## config.mk

```make
export PLATFORM = sky130hd
export DESIGN_NAME = game_input_conditioner
export DESIGN_NICKNAME = d
export VERILOG_FILES = /design/src/rtl/game_input_conditioner.sv
export SDC_FILE = /design/constraint.sdc
export NUM_CORES = 1
export LEC_CHECK = 0
export CAP_MARGIN = 30
export CELL_PAD_IN_SITES_DETAIL_PLACEMENT = 1
export CELL_PAD_IN_SITES_GLOBAL_PLACEMENT = 1
export CORE_MARGIN = 4
export CORE_UTILIZATION = 45
export CTS_CLUSTER_DIAMETER = 150
export CTS_CLUSTER_SIZE = 16
export DETAILED_ROUTE_END_ITERATION = 8
export PLACE_DENSITY = 0.86
export SLEW_MARGIN = 30
export SYNTH_ARGS = -nofsm -noshare
export SYNTH_HDL_FRONTEND = slang
export SYNTH_SLANG_ARGS = --single-unit
```

## constraint.sdc

```tcl
create_clock -name clk_i -period 2.5 [get_ports clk_i]
set_input_delay 0.75 -clock clk_i [delete_from_list [all_inputs] [get_ports clk_i]]
set_output_delay 0.75 -clock clk_i [all_outputs]
set_load 0.02 [all_outputs]
```

## src/rtl/game_input_conditioner.sv

```systemverilog
// game_input_conditioner
// Per-button conditioning for raw push-buttons: two-flop synchronizer,
// debounce counter, rising-edge press pulse and a sticky request that holds
// a press until the consumer's sample strobe (tick_i) has observed it.
// All channels are independent copies of the same datapath.

module game_input_conditioner #(
    parameter int num_buttons_p     = 4,
    parameter int debounce_cycles_p = 5000
) (
    input  logic                     clk_i,
    input  logic                     reset_i,
    input  logic [num_buttons_p-1:0] btn_raw_i,
    input  logic                     tick_i,
    output logic [num_buttons_p-1:0] btn_level_o,
    output logic [num_buttons_p-1:0] btn_press_o,
    output logic [num_buttons_p-1:0] btn_req_o
);

    // Counter is sized to hold N; it only ever reaches N-1 before wrapping to 0.
    localparam int cnt_w_lp = $clog2(debounce_cycles_p + 1);
    localparam logic [cnt_w_lp-1:0] cnt_max_lp = cnt_w_lp'(debounce_cycles_p - 1);
    localparam logic [cnt_w_lp-1:0] cnt_one_lp = cnt_w_lp'(1);
    localparam logic [cnt_w_lp-1:0] cnt_zero_lp = cnt_w_lp'(0);

    logic [num_buttons_p-1:0] sync1_q;
    logic [num_buttons_p-1:0] sync2_q;
    logic [num_buttons_p-1:0] stable_q;
    logic [num_buttons_p-1:0] stable_d;
    logic [num_buttons_p-1:0] press_q;
    logic [num_buttons_p-1:0] press_d;
    logic [num_buttons_p-1:0] sticky_q;
    logic [num_buttons_p-1:0] sticky_d;
    logic [cnt_w_lp-1:0]      cnt_q [num_buttons_p];
    logic [cnt_w_lp-1:0]      cnt_d [num_buttons_p];

    // Two-flop synchronizer bringing the asynchronous buttons into clk_i.
    always_ff @(posedge clk_i) begin
        if (reset_i) begin
            sync1_q <= '0;
            sync2_q <= '0;
        end else begin
            sync1_q <= btn_raw_i;
            sync2_q <= sync1_q;
        end
    end

    // Next-state for debounce, press detect and sticky request, per channel.
    always_comb begin
        stable_d = stable_q;
        press_d  = '0;
        sticky_d = sticky_q;
        for (int i = 0; i < num_buttons_p; i++) begin
            cnt_d[i] = cnt_q[i];
        end
        for (int i = 0; i < num_buttons_p; i++) begin
            // A level must differ for N consecutive cycles before it is taken.
            if (sync2_q[i] == stable_q[i]) begin
                cnt_d[i] = cnt_zero_lp;
            end else if (cnt_q[i] == cnt_max_lp) begin
                stable_d[i] = sync2_q[i];
                cnt_d[i]    = cnt_zero_lp;
                // Only an accepted 0->1 flip is a press; releases are silent.
                press_d[i]  = sync2_q[i];
            end else begin
                cnt_d[i] = cnt_q[i] + cnt_one_lp;
            end

            // A press on the same edge as a tick wins, so it is never lost.
            if (press_d[i]) begin
                sticky_d[i] = 1'b1;
            end else if (tick_i) begin
                sticky_d[i] = 1'b0;
            end else begin
                sticky_d[i] = sticky_q[i];
            end
        end
    end

    // Conditioning state registers; reset discards any partial debounce count.
    always_ff @(posedge clk_i) begin
        if (reset_i) begin
            stable_q <= '0;
            press_q  <= '0;
            sticky_q <= '0;
            for (int i = 0; i < num_buttons_p; i++) begin
                cnt_q[i] <= cnt_zero_lp;
            end
        end else begin
            stable_q <= stable_d;
            press_q  <= press_d;
            sticky_q <= sticky_d;
            for (int i = 0; i < num_buttons_p; i++) begin
                cnt_q[i] <= cnt_d[i];
            end
        end
    end

    assign btn_level_o = stable_q;
    assign btn_press_o = press_q;
    assign btn_req_o   = stable_q | sticky_q;

endmodule

```

==> results of run 1 <==
==> worst paths after layout <==
path	start	endpoint	slack, ns
min	sync1_q[0]$_SDFF_PP0_	sync2_q[0]$_SDFF_PP0_	0.45
max reg2reg	cnt_q[3][12]$_SDFF_PP0_	cnt_q[3][8]$_SDFF_PP0_	0.54
min reg2reg	sync1_q[0]$_SDFF_PP0_	sync2_q[0]$_SDFF_PP0_	0.45
max	btn_level_o[1]$_SDFFE_PP0P_	btn_req_o[1]	0.21
==> logic make-up (layout without fill, tap and decap cells) <==
group	after synthesis	count (layout)	share of synthesized area, %
simple gates	162	162	29.5
flops	72	72	49.4
xor+xnor	47	47	14.1
buf+inv	17	40	2.83
compound gates	6	6	1.11
fa+ha+maj	4	4	1.71
mux	4	4	1.37
==> synth_stat cells <==
cell type	number	area [sq um]
or3_2	2	15.0
nand2_1	9	33.8
and4_1	3	26.3
mux2i_1	4	40.0
nand3b_1	4	30.0
nor2b_1	9	56.3
nor4b_1	2	17.5
and2_1	1	6.26
and3_1	8	50.1
or3_1	3	18.8
clkbuf_1	6	22.5
nor3_1	8	40.0
buf_4	1	7.51
nand3_1	19	95.1
nor4_4	1	21.3
nor4_2	2	25.0
nor4_1	2	12.5
nor2_1	65	244
xor2_1	19	166
inv_1	8	30.0
dfxtp_1	72	1440
o31ai_1	1	7.51
or2_2	4	25.0
a21oi_1	5	25.0
ha_1	4	50.1
xnor2_1	28	245
or4b_1	3	30.0
or4_1	2	15.0
nand4_1	10	62.6
buf_6	2	22.5
or4bb_1	1	11.3
nand2b_1	4	25.0
==> sequential cells by signal, summed over array words and instances, names as in the netlist <==
name,count
sync1_q,4
cnt_q,52
sync2_q,4
sticky_q,4
btn_press_o,4
btn_level_o,4
==> layer usage <==
metal / track usage (%) / vias up / share of wire (%)
met1: 19.5 / 1042 / 45
met2: 29.2 / 28 / 50
met5: 0 / - / 0
met4: 8.93 / 0 / 2.9
met3: 3.07 / 16 / 2.3
li1: - / 1083 / -
==> power groups by stage <==
| stage | logic, mW | registers [mW] | clock network, mW |
|---|---|---|---|
| 2_1_floorplan | 0.0206 | 1.18 | 0 |
| 3_3_place_gp | 0.0352 | 1.18 | 0 |
| 3_5_place_dp | 0.0365 | 1.19 | 0 |
| 4_1_cts | 0.0369 | 1.16 | 0.748 |
| 5_1_grt | 0.0406 | 1.16 | 0.794 |
| 6_report | 0.0361 | 1.16 | 0.717 |
==> through the flow <==
stage	power [mW]	hold slack [ns]	cell area [sq um]	setup WS, ns
after CTS	1.94	0.453	3300	0.197
after detailed placement	1.22	0.437	3160	0.253
after floorplan	1.20	0.411	2920	0.803
final	1.91	0.448	3300	0.215
after global routing	1.99	0.476	3300	0.164
after global placement	1.22	0.419	3160	0.284
==> area by class of cell <==
class	instances	area, sq um
Multi-Input combinational cell	223	1400
Fill cell	765	3010
Inverter	8	30.0
Clock inverter	2	10.0
Sequential cell	72	1440
Tap cell	77	96.3
Clock buffer	11	131
Timing Repair Buffer	19	200
==> results.json, run 1 <==
{
  "die_h_um": 88.5,
  "critPathSlowestCell": "clkdlybuf4s50_1",
  "slew_headroom_pct": 70.1,
  "reg2reg_depth": 4,
  "arrival_ns": 1.54,
  "drt_iter0_drc": 38,
  "ys_seq_area_share_pct": 49.4,
  "dpl.cell_count": 399,
  "post_cts_buffers": 0,
  "route.detailed.drc": 0,
  "path_class": "reg2out",
  "routedWlPerCell_um": 14.3,
  "first_global_vias": 2250,
  "p_sw_share_pct": 20.8,
  "die_x_um": 88.5,
  "synth_cells": 312,
  "start_util_pct": 46.2,
  "instances_no_fill": 412,
  "synthToLayoutAreaGrowth_pct": 13.2,
  "slew_viol_final": 0,
  "core_sq_mm": 0.00631,
  "die_area_sq_mm": 0.00784,
  "gr-total-overflow": 0,
  "comb_power_share_pct": 1.9,
  "grt_pass1_wl_um": 10100,
  "min_period_ns": 2.29,
  "numPortBuffers": 18,
  "vdd_ir_drop_max_mv": 0.388,
  "ys_types": 32,
  "ys_ff_latch": 72,
  "num_vias": 2169,
  "grt_util_all_layers_pct": 16.8,
  "drive_above_1_share_pct": 6.27,
  "cp-start-kind": "flip-flop",
  "crit_fanout": 5,
  "utilization_pct": 52.3,
  "p_int_mw": 1.51,
  "cts_buffers": 9,
  "drt-total-wl_um": 5900,
  "vias_per_cell": 5.26,
  "worst_ep_required_time_ns": 1.75,
  "cpLargestDelayFamily": "buffers and inverters",
  "syn-num-nets": 323,
  "grt_max_degree": 25,
  "hold_violations": 0,
  "post_cts_resized": 0,
  "cp-end-kind": "output port",
  "hpwl_um": 4120,
  "cp_num_cells": 2,
  "p_leak_nw": 1.08,
  "io_pins": 19,
  "synth_area_sq_mm": 0.00292,
  "status": "complete, no violations",
  "gp_congestion": 0.739,
  "power_switching_mw": 0.399,
  "cts.clk_slew.worst_paths_ns": 0.06,
  "root_buffer": "clkbuf_8",
  "pwr_density_cell_mw_per_mm2": 579,
  "finalCritPeriodShare_pct": 91.4,
  "hp-class": "reg2reg",
  "crit_path_cell_trace": "or2_2, clkdlybuf4s50_1",
  "cts_buffer_depth": 2,
  "num_antenna_cells": 0,
  "yosysWarnings": 0,
  "tritoncts": "yes",
  "synth.avg_cell_area_sq_um": 9.36,
  "cts_hold_buf": 0,
  "finalSetupViolCount": 0,
  "fin_nets": 344,
  "final_common_cell": "dfxtp_1",
  "setup_tns_ns": 0,
  "max_slew.worst_pin.slew_ns": 0.449,
  "cp.buffers_inverters": 1,
  "ant_nets": 0,
  "clock_skew_ns": 0.00630,
  "h-tree-depth": 3,
  "hold_depth": 1,
  "clock_latency_ns": 0.33,
  "cts.sinks": 72,
  "rsz0062_at_grt": "no",
  "drtPass1Iterations": 4,
  "final_cell_mix": "dfxtp_1 (72), nor2_1 (65), xnor2_1 (28), nand3_1 (19), xor2_1 (19)",
  "fmax_ghz": 0.438,
  "power_frac_clock_pct": 37.5,
  "seqPwrFrac_pct": 60.6,
  "num_rows": 29,
  "max_stage_delay_ns": 0.54,
  "antenna_found_initial": 0,
  "drv_cap": 0
}
(Power assumes the default switching activity.)
==> inputs of run 2 (changes only) <==
--- a/config.mk
+++ b/config.mk
@@ -13,7 +13,7 @@
 export CTS_CLUSTER_DIAMETER = 150
 export CTS_CLUSTER_SIZE = 16
 export DETAILED_ROUTE_END_ITERATION = 8
-export PLACE_DENSITY = 0.86
+export PLACE_DENSITY_LB_ADDON = 0.1
 export SLEW_MARGIN = 30
 export SYNTH_ARGS = -nofsm -noshare
 export SYNTH_HDL_FRONTEND = slang
==> run 2 against run 1 <==
  * Clock power is 26% higher
  * Setup slack better by 0.0071 ns
  * Cell count is 0.73% higher
  * Cell area is 1.5% higher
  * Sequential share of layout area is 0.63 points lower
  * Total power is 9.7% higher
  * Critical path depth stayed put
  * Count of clock-buffer cells in the layout is 1 lower
  * Largest power group unchanged
==> results.json, run 2 (synthesized netlist as in run 1, its figures left out) <==
{
  "die_area_sq_mm": 0.00784,
  "path_class": "reg2out",
  "p_sw_share_pct": 21.3,
  "setup_tns_ns": 0,
  "vias_per_cell": 5.21,
  "drv_cap": 0,
  "crit_path_cell_trace": "or2_2, clkdlybuf4s50_1",
  "cpLargestDelayFamily": "buffers and inverters",
  "min_period_ns": 2.28,
  "p_leak_nw": 1.10,
  "arrival_ns": 1.53,
  "crit_fanout": 5,
  "largest_reg_flops": 52,
  "antenna_found_initial": 0,
  "max_slew.worst_pin.slew_ns": 0.458,
  "finalCritPeriodShare_pct": 91.1,
  "num_antenna_cells": 0,
  "final_common_cell": "dfxtp_1",
  "final_cell_mix": "dfxtp_1 (72), nor2_1 (65), xnor2_1 (28), nand3_1 (19), xor2_1 (19)",
  "grt_pass1_wl_um": 10100,
  "route.detailed.drc": 0,
  "numPortBuffers": 18,
  "core_sq_mm": 0.00631,
  "comb_power_share_pct": 1.7,
  "die_x_um": 88.5,
  "rsz0062_at_grt": "no",
  "post_cts_buffers": 0,
  "io_pins": 19,
  "synthToLayoutAreaGrowth_pct": 14.9,
  "instances_no_fill": 415,
  "root_buffer": "clkbuf_8",
  "cts.sinks": 72,
  "grt_max_degree": 14,
  "cts_hold_buf": 0,
  "power_frac_clock_pct": 43.2,
  "hp-class": "reg2reg",
  "cts_buffer_depth": 2,
  "ant_nets": 0,
  "gp_congestion": 0.751,
  "routedWlPerCell_um": 13.5,
  "drtPass1Iterations": 4,
  "p_int_mw": 1.65,
  "cts_buffers": 9,
  "first_global_vias": 2251,
  "h-tree-depth": 3,
  "die_h_um": 88.5,
  "drt_iter0_drc": 40,
  "post_cts_resized": 0,
  "num_vias": 2163,
  "slew_viol_final": 0,
  "drt-total-wl_um": 5590,
  "worst_ep_required_time_ns": 1.75,
  "seqPwrFrac_pct": 55.2,
  "fillers": 739,
  "fin_nets": 345,
  "regMostFlops": "cnt_q",
  "tritoncts": "yes",
  "vdd_ir_drop_max_mv": 0.323,
  "cp-end-kind": "output port",
  "fmax_ghz": 0.439,
  "hold_violations": 0,
  "gr-total-overflow": 0,
  "status": "complete, no violations",
  "power_switching_mw": 0.447,
  "drive_above_1_share_pct": 7.69,
  "critPathSlowestCell": "clkdlybuf4s50_1",
  "finalSetupViolCount": 0,
  "dpl.cell_count": 400,
  "clock_skew_ns": 0.00893,
  "hpwl_um": 3960,
  "slew_headroom_pct": 69.4,
  "holdWs_ns": 0.440,
  "max_stage_delay_ns": 0.54,
  "num_rows": 29,
  "clock_latency_ns": 0.34,
  "grt_util_all_layers_pct": 16.3,
  "cts.clk_slew.worst_paths_ns": 0.07,
  "cp.buffers_inverters": 1,
  "cp-start-kind": "flip-flop",
  "start_util_pct": 46.2,
  "pwr_density_cell_mw_per_mm2": 626
}
==> run 2: metal layers <==
metal	vias up	track usage (%)	part of all wire [%]
li1	1090	-	-
met2	23	25.6	46
met3	7	3.07	2.7
met5	-	0	0
met1	1043	21.9	50
met4	0	7.42	1.4
==> run 2: path summary, 6_finish.rpt <==
check	startpoint	to	slack, ns	cells past startpoint
setup reg to reg	cnt_q[3][6]$_SDFF_PP0_	cnt_q[3][4]$_SDFF_PP0_	0.61	4
hold / removal	cnt_q[2][0]$_SDFF_PP0_	cnt_q[2][0]$_SDFF_PP0_	0.44	1
hold reg to reg	cnt_q[2][0]$_SDFF_PP0_	cnt_q[2][0]$_SDFF_PP0_	0.44	1
setup / recovery	btn_level_o[0]$_SDFFE_PP0P_	btn_req_o[0]	0.22	2
==> run 2: power groups by stage <==
stage / registers (mW) / clock network [mW] / logic [mW]
6_report: 1.16 / 0.906 / 0.0347
3_5_place_dp: 1.19 / 0 / 0.0356
4_1_cts: 1.16 / 0.931 / 0.0357
5_1_grt: 1.16 / 0.993 / 0.0391
3_3_place_gp: 1.18 / 0 / 0.0350
2_1_floorplan: 1.18 / 0 / 0.0206
==> run 2: final cells by class <==
| class | instances | area [sq um] | share of cell area (%) |
|---|---|---|---|
| Timing Repair Buffer | 20 | 195 | 5.82 |
| Clock inverter | 5 | 57.6 | 1.72 |
| Sequential cell | 72 | 1440 | 43.0 |
| Clock buffer | 10 | 138 | 4.10 |
| Multi-Input combinational cell | 223 | 1400 | 41.6 |
| Tap cell | 77 | 96.3 | 2.87 |
| Inverter | 8 | 30.0 | 0.896 |
==> run 2: stage by stage <==
step	total power [mW]	utilization, %	setup slack, ns	cell area (sq um)
after global placement	1.22	50.0	0.255	3160
after floorplan	1.20	-	0.803	2920
after detailed placement	1.22	50.0	0.216	3160
after global routing	2.19	53.1	0.143	3350
final	2.10	53.1	0.222	3350
after CTS	2.13	53.1	0.189	3350
